$ cat config.mk
export PLATFORM = sky130hd
export DESIGN_NAME = channel_buffer_reader
export DESIGN_NICKNAME = d
export VERILOG_FILES = /design/src/rtl/channel_buffer_pkg.sv /design/src/rtl/channel_buffer_reader_finder.sv /design/src/rtl/channel_buffer_reader.sv
export SDC_FILE = /design/constraint.sdc
export NUM_CORES = 1
export LEC_CHECK = 0
export CAP_MARGIN = 20
export CORE_MARGIN = 2
export CORE_UTILIZATION = 47
export CTS_CLUSTER_DIAMETER = 200
export DETAILED_ROUTE_END_ITERATION = 10
export PLACE_DENSITY = 0.72
export SLEW_MARGIN = 5
export SYNTH_ARGS = -nofsm -noshare
export SYNTH_HDL_FRONTEND = slang
export SYNTH_HIERARCHICAL = 1
export SYNTH_SLANG_ARGS = --single-unit
$ cat constraint.sdc
create_clock -name clk -period 3.8 [get_ports clk]
set_input_delay 0.38 -clock clk [delete_from_list [all_inputs] [get_ports clk]]
set_output_delay 0.38 -clock clk [all_outputs]
set_load 0.02 [all_outputs]
$ cat src/rtl/channel_buffer_pkg.sv
// Shared definitions for the channel buffer reader/writer pair:
// default geometry, header tag and the reader FSM state encoding.
package channel_buffer_pkg;

  localparam int NUM_CHANNELS_DEFAULT = 14;
  localparam int SAMPLE_BITS_DEFAULT  = 8;
  localparam int DEPTH_DEFAULT        = 10;

  localparam logic [3:0] HEADER_TAG = 4'hA;

  typedef enum logic [2:0] {
    IDLE,
    HDR,
    RD,
    CAP,
    DAT,
    DONE
  } state_t;

  // Index width that never collapses to zero bits for single-entry ranges.
  function automatic int safe_clog2(input int n);
    return (n > 1) ? $clog2(n) : 1;
  endfunction

endpackage

$ cat src/rtl/channel_buffer_reader_finder.sv
// Combinational search for the lowest set mask bit above (or, when
// i_inclusive is set, at or above) the given channel.
module next_channel_finder
  import channel_buffer_pkg::*;
#(
  parameter int NUM_CHANNELS = NUM_CHANNELS_DEFAULT,
  parameter int CHAN_W       = safe_clog2(NUM_CHANNELS)
) (
  input  logic [NUM_CHANNELS-1:0] i_mask,
  input  logic [CHAN_W-1:0]       i_chan,
  input  logic                    i_inclusive,
  output logic                    o_found,
  output logic [CHAN_W-1:0]       o_chan
);

  // Scan from the top down so the lowest qualifying bit is written last.
  always_comb begin
    o_found = 1'b0;
    o_chan  = '0;
    for (int i = NUM_CHANNELS - 1; i >= 0; i--) begin
      if (i_mask[i] && ((i > int'(i_chan)) || (i_inclusive && (i == int'(i_chan))))) begin
        o_found = 1'b1;
        o_chan  = CHAN_W'(i);
      end
    end
  end

endmodule

$ cat src/rtl/channel_buffer_reader.sv
// Dumps the selected channels of the sample buffer store as a byte stream:
// one header byte per channel followed by its DEPTH samples, oldest first.
module channel_buffer_reader
  import channel_buffer_pkg::*;
#(
  parameter int NUM_CHANNELS = NUM_CHANNELS_DEFAULT,
  parameter int SAMPLE_BITS  = SAMPLE_BITS_DEFAULT,
  parameter int DEPTH        = DEPTH_DEFAULT,
  localparam int CHAN_W      = safe_clog2(NUM_CHANNELS),
  localparam int IDX_W       = safe_clog2(DEPTH)
) (
  input  logic                    clk,
  input  logic                    reset,
  input  logic                    i_start,
  input  logic                    i_abort,
  input  logic [NUM_CHANNELS-1:0] i_chan_mask,
  output logic                    o_mem_rd_en,
  output logic [CHAN_W-1:0]       o_mem_rd_chan,
  output logic [IDX_W-1:0]        o_mem_rd_idx,
  input  logic [SAMPLE_BITS-1:0]  i_mem_rd_data,
  output logic [SAMPLE_BITS-1:0]  o_out_data,
  output logic                    o_out_valid,
  input  logic                    i_out_ready,
  output logic                    o_out_last,
  output logic                    o_busy,
  output logic                    o_done
);

  state_t                  r_state, w_state_next;
  logic [NUM_CHANNELS-1:0] r_mask, w_mask_next;
  logic [CHAN_W-1:0]       r_chan, w_chan_next;
  logic [IDX_W-1:0]        r_idx, w_idx_next;
  logic [SAMPLE_BITS-1:0]  r_hold, w_hold_next;

  logic                    w_first_found, w_next_found;
  logic [CHAN_W-1:0]       w_first_chan, w_next_chan;
  logic                    w_idx_last;
  logic [SAMPLE_BITS-1:0]  w_header;

  next_channel_finder #(
    .NUM_CHANNELS(NUM_CHANNELS),
    .CHAN_W      (CHAN_W)
  ) u_first_finder (
    .i_mask     (i_chan_mask),
    .i_chan     ('0),
    .i_inclusive(1'b1),
    .o_found    (w_first_found),
    .o_chan     (w_first_chan)
  );

  next_channel_finder #(
    .NUM_CHANNELS(NUM_CHANNELS),
    .CHAN_W      (CHAN_W)
  ) u_next_finder (
    .i_mask     (r_mask),
    .i_chan     (r_chan),
    .i_inclusive(1'b0),
    .o_found    (w_next_found),
    .o_chan     (w_next_chan)
  );

  assign w_idx_last = (r_idx == IDX_W'(DEPTH - 1));
  assign w_header   = SAMPLE_BITS'({HEADER_TAG, r_chan});

  always_ff @(posedge clk) begin
    if (reset) begin
      r_state <= IDLE;
      r_mask  <= '0;
      r_chan  <= '0;
      r_idx   <= '0;
      r_hold  <= '0;
    end else begin
      r_state <= w_state_next;
      r_mask  <= w_mask_next;
      r_chan  <= w_chan_next;
      r_idx   <= w_idx_next;
      r_hold  <= w_hold_next;
    end
  end

  always_comb begin
    w_state_next = r_state;
    w_mask_next  = r_mask;
    w_chan_next  = r_chan;
    w_idx_next   = r_idx;
    w_hold_next  = r_hold;
    o_mem_rd_en  = 1'b0;
    o_out_valid  = 1'b0;
    o_out_last   = 1'b0;
    o_done       = 1'b0;

    case (r_state)
      IDLE: begin
        if (i_start) begin
          w_mask_next = i_chan_mask;
          if (w_first_found) begin
            w_chan_next  = w_first_chan;
            w_state_next = HDR;
          end else begin
            w_state_next = DONE;
          end
        end
      end
      HDR: begin
        o_out_valid = 1'b1;
        if (i_out_ready) begin
          w_idx_next   = '0;
          w_state_next = RD;
        end
      end
      RD: begin
        o_mem_rd_en  = 1'b1;
        w_state_next = CAP;
      end
      CAP: begin
        w_hold_next  = i_mem_rd_data;
        w_state_next = DAT;
      end
      DAT: begin
        o_out_valid = 1'b1;
        o_out_last  = w_idx_last;
        if (i_out_ready) begin
          if (!w_idx_last) begin
            w_idx_next   = r_idx + IDX_W'(1);
            w_state_next = RD;
          end else if (w_next_found) begin
            w_chan_next  = w_next_chan;
            w_state_next = HDR;
          end else begin
            w_state_next = DONE;
          end
        end
      end
      DONE: begin
        o_done       = 1'b1;
        w_state_next = IDLE;
      end
      default: w_state_next = IDLE;
    endcase

    // Abort wins over any transfer completing in the same cycle.
    if (i_abort && (r_state != IDLE)) begin
      w_state_next = IDLE;
    end
  end

  assign o_busy        = (r_state != IDLE);
  assign o_mem_rd_chan = r_chan;
  assign o_mem_rd_idx  = r_idx;
  assign o_out_data    = (r_state == HDR) ? w_header : r_hold;

endmodule

# Word-level counts from Yosys, hierarchy flattened
# Index checks and enable logic that the tools add are counted.
dict set report totals {
  register_bits 33
  input_bits 27
  out_inout_bits 21
}
dict set report op_classes {
  magnitude_cmp 13
  mux 76
  add_sub_neg 1
  n_reduce_logical 24
  n_eq_ne 13
}
# operator n
set ops {}
lappend ops {{two-way mux 4 bit} 35}
lappend ops {{two-way mux 1 bit} 31}
lappend ops {{> comparator 4 bit (first input constant)} 6}
lappend ops {{two-way mux 3 bit} 6}
lappend ops {{> comparator 3 x 4 -> 1 bit (first input constant)} 4}
lappend ops {{case mux 4 bit (2 select lines)} 2}
lappend ops {{case mux 3 bit (5 select lines)} 1}
lappend ops {{logical AND 1 bit} 14}
lappend ops {{inequality test 2 bit (second input constant)} 5}
lappend ops {{> comparator 2 x 4 -> 1 bit (first input constant)} 2}
lappend ops {{two-way mux 8 bit} 1}
lappend ops {{== test 3 x 2 -> 1 bit (second input constant)} 2}
lappend ops {{== test 3 bit (second input constant)} 2}
lappend ops {{AND reduction 6 bit} 1}
lappend ops {{adder 4 x 1 -> 4 bit (second input constant)} 1}
lappend ops {{== test 4 bit (second input constant)} 1}
lappend ops {{> comparator 1 x 4 -> 1 bit (first input constant)} 1}
lappend ops {{inequality test 2 x 1 -> 1 bit (second input constant)} 2}
lappend ops {{AND reduction 4 bit} 1}
lappend ops {{nonzero test 2 bit} 2}
lappend ops {{OR reduction 2 bit} 2}
lappend ops {{== test 3 x 1 -> 1 bit (second input constant)} 1}
lappend ops {{zero test 3 bit} 1}
lappend ops {{AND reduction 3 bit} 1}
lappend ops {{other kinds (2)} 2}

# Logic depth before layout (Yosys ltp)
dict set report logic_depth {
  depth_word 19
  mapped_depth 10
}

# Cells and area by module
# The synthesis kept the hierarchy.
# module cells_each seq_area_each_um2 area_per_inst_um2 n_inst
set modules_own_cells {}
lappend modules_own_cells {channel_buffer_reader 178 660.6 1549.0 1}
lappend modules_own_cells {next_channel_finder 60 0.0 417.9 2}

# Worst setup path after synthesis
# No wires, ideal clock.
dict set report synth_path {
  path_kind {flip-flop to flip-flop}
  startpoint {register r_chan[0] (netlist: o_mem_rd_chan[0])}
  endpoint {register r_chan[0] (netlist: o_mem_rd_chan[0])}
  synth_period_minus_slack_ps 2119
  path_slack_ps 1681
  arrival_time_ps 1980
  path_stages_with_launch 9
  n_path_buf 0
  required_time_ps 3661
  cell_sequence {dfxtp_1 > and2b_2 > o21ai_0 > a2111oi_0 > nand4_1 > nand2_1 > o32ai_4 > nor2_1 > a211oi_1}
}
# item line
set synth_lines {}
lappend synth_lines {{from (decl)} channel_buffer_reader.sv:31} ;# logic [CHAN_W-1:0] r_chan, w_chan_next;
lappend synth_lines {{from (signal assigned)} channel_buffer_reader.sv:75} ;# r_chan <= w_chan_next;
lappend synth_lines {{> comparator 4 bit} channel_buffer_reader_finder.sv:21} ;# if (i_mask[i] && ((i > int'(i_chan)) || (i_inclusive && (i == int'(i_chan))))) begin
lappend synth_lines {{logical AND 1 bit} channel_buffer_reader_finder.sv:21}
lappend synth_lines {{two-way mux 1 bit (12 in a row)} channel_buffer_reader_finder.sv:21}
lappend synth_lines {{two-way mux 1 bit *} channel_buffer_reader_finder.sv:21}
lappend synth_lines {{via w_next_found} channel_buffer_reader.sv:35} ;# logic w_first_found, w_next_found;
lappend synth_lines {{inequality test 2 x 1 -> 1 bit (no source line) *} -}
lappend synth_lines {{AND reduction 6 bit (no source line) *} -}
# The timed path passes the listed nets; every way through them passes the cells marked *. The select of a mux whose other input is x is not followed.
# A chain may end at the register's enable or synchronous reset.

# Worst setup path in the final report
dict set report layout_path {
  startpoint {register r_state[0]}
  endpoint {output o_out_data[2]}
}
dict set report layout_via {
  elab_chain_len 2
}
# item line
set layout_lines {}
lappend layout_lines {{from (decl)} channel_buffer_reader.sv:29} ;# state_t r_state, w_state_next;
lappend layout_lines {{from (signal assigned)} channel_buffer_reader.sv:73} ;# r_state <= w_state_next;
lappend layout_lines {{== test 3 x 1 -> 1 bit} channel_buffer_reader.sv:150} ;# assign o_out_data = (r_state == HDR) ? w_header : r_hold;
lappend layout_lines {{two-way mux 8 bit} channel_buffer_reader.sv:150}
lappend layout_lines {{to (decl)} channel_buffer_reader.sv:21} ;# output logic [SAMPLE_BITS-1:0] o_out_data,
# No other way between the ends.

==> impl_metrics.yaml <==
timing:
  setup_viol: 0
  fin_skew_ns: 0.00713
  slew_headroom_pct: 36.8
  hold_viol_final: 0
  finalSetupTns_ns: 0
  timing.final.ws_setup_ns: 0.953
  fmaxAchievable_mhz: 351
  tightest_slew_ns: 0.944
  post-route-period-util_pct: 74.9
  rsz0062_at_grt: "no"
  finalMaxSlewViolations: 0
  period_needed_ns: 2.85
setup_path:
  r2r_cells: 7
  startpoint: "r_state[0]"
  r2r-end: "o_mem_rd_chan[1]"
  worstSetupPathType: "register to output port"
  worstPathArrival_ns: 2.47
  end_kind: "output port"
  rrSetupSlack_ns: 1.30
  worstSetupStartpointType: "register"
  worstPathRequired_ns: 3.42
  r2r_start: "o_mem_rd_chan[0]"
  crit_fanout: 11
placed_design:
  portBuffers: 47
  place_ws_ns: 1.15
  place_congestion: 0.933
  hpwl_um: 4500
  placed_area_um2: 2900
clocking:
  cts.hold.buffers_added: 0
  clk_pin_slew_worst_paths_ns: 0.07
  cts_tree: "built"
  cts_sinks: 33
  worst_skew_pair.late_latency_ns: 0.29
  htree_num_levels: 2
  cts_root_buf: "clkbuf_8"
  cts_resized: 0
  post_cts_buffers: 0
  clock_path_buffers: 2
  numCtsBuffers: 5
cells_and_area:
  drive_gt1_share_pct: 11.5
  final_cell_mix: "47 x clkdlybuf4s50_1, 37 x nand2_1, 33 x dfxtp_1"
  diodes: 0
  nNetsFinal: 384
  mostFrequentLayoutCell: "clkdlybuf4s50_1"
  syn_to_final_growth_pct: 27.7
  postLayoutCellArea_um2: 3050
  final_util_pct: 63.2
min_path:
  hold_path_depth: 2
  holdCritPathClass: "register to register"
  min_from: "r_mask[12]"
  min_to: "r_mask[12]"
yosys:
  yosysTopAreaCell: "dfxtp_1"
  synth_flop_cell: "dfxtp_1"
  yosysWarningCount: 6
  syn-instance-count: 298
  synth-seq-area-share_pct: 27.7
  ys_ff_latch: 33
  synthArstFlopShare_pct: 0
  syn_area_um2: 2380
  synth_cell_types: 58
  synth_area_leaders: "dfxtp_1 28%, nand2_1 5.8%, a21oi_1 5.5%"
  synthDominantCellAreaShare_pct: 27.7
  synth_edf_count: 0
  avgSynthCellArea_um2: 8.00
global_routing:
  grt_max_degree: 30
  use_met3_pct: 2.81
  met1_usage_pct: 32.2
  antenna_found_initial: 0
  track_usage_pct: 21.7
  top_usage_layer: "met2"
  grt_pass1_wl_um: 9350
  grt_remaining_overflow: 0
  first_global_vias: 1973
  gr-usage-met2_pct: 32.3
outcome:
  status: "finished, final reports clean"
die:
  ios: 48
  die_y_um: 75.2
  initial_utilization_pct: 49.5
  core-area_um2: 4820
  dieArea_um2: 5660
  fp-row-count: 25
  die_w_um: 75.2
routing:
  dr.pass1.iters: 4
  antenna_left: 0
  drt-total-wl_um: 5910
  drt-initial-drc-count: 204
  vias_per_cell: 5.49
  vias: 2323
  drc: 0
  detail_route.wl_per_cell_um: 14.0
pwr:
  power_mw: 1.24
  p_leak_nw: 1.33
  p_per_area_nw_per_um2: 408
  vdd_drop_max_uv: 225
flow_run:
  maxCapViolations: 0
-- synthesized netlist by cell type, drive strengths merged (5+ instances only) --
cell type   n
a21o        5
nor2b       6
clkbuf      5
dfxtp      33
nor3        6
nor2       26
nand3       5
a211oi      8
buf        12
a21oi      26
and2b       6
inv        16
nand2      37
o21ai       8
and3b       6
mux2i      12
nor3b       6
-- sequential cells by signal, summed over array words and instances, names as in the netlist --
| register | cells |
|---|---|
| r_mask | 14 |
| r_state | 3 |
| o_mem_rd_chan | 4 |
| o_mem_rd_idx | 4 |
| r_hold | 8 |
-- worst max-delay path, cell delays in order (launching register included) --
cell             delay, ns
dfxtp_1               0.52
inv_1                 0.15
nor3_2                0.57
mux2_2                0.40
clkdlybuf4s50_1       0.53
-- cells by family after synthesis --
kind of cell	synth area share, %
compound gates	26.4
xor+xnor	1.10
fa+ha+maj	1.05
buf+inv	7.29
flops	27.7
mux	6.93
other cells	0.315
simple gates	29.2
-- power by group --
group / internal [mW] / switching [mW] / total (mW)
registers: 0.375 / 0.0508 / 0.426
logic: 0.200 / 0.222 / 0.421
clock network: 0.261 / 0.136 / 0.397
total: 0.836 / 0.408 / 1.24
-- per-stage QoR --
stage,hold WS [ns],cells
after global placement,0.443,414
after detailed placement,0.451,414
after CTS,0.460,422
final,0.462,423
after global routing,0.477,423
after floorplan,0.431,317
-- final cells by class --
class	instances	area, um2
timing repair buffer	48	485
inverter	16	60.1
tap	67	83.8
sequential	33	661
multi-input combinational	251	1620
fill	462	1770
clock inverter	3	65.1
clock buffer	5	68.8
-- metal layers --
layer	part of all wire [%]	wire length [um]	vias up
met1	50	2930	1080
met3	4.2	246	2
met4	0.58	34	0
met5	0	0	-
li1	-	-	1175
met2	46	2700	66
-- how the worst max path moves through the flow --
stage	endpoint	slack, ns	cells past startpoint
CTS	o_out_data[2]	0.94	4
global placement	r_state[2]	1.23	8
global route	o_out_data[2]	0.82	4
finish	o_out_data[2]	0.95	4
floorplan	o_mem_rd_chan[0]	1.68	8
detailed placement	r_state[2]	1.15	8
Note: power is estimated with default switching activity, not from simulation.
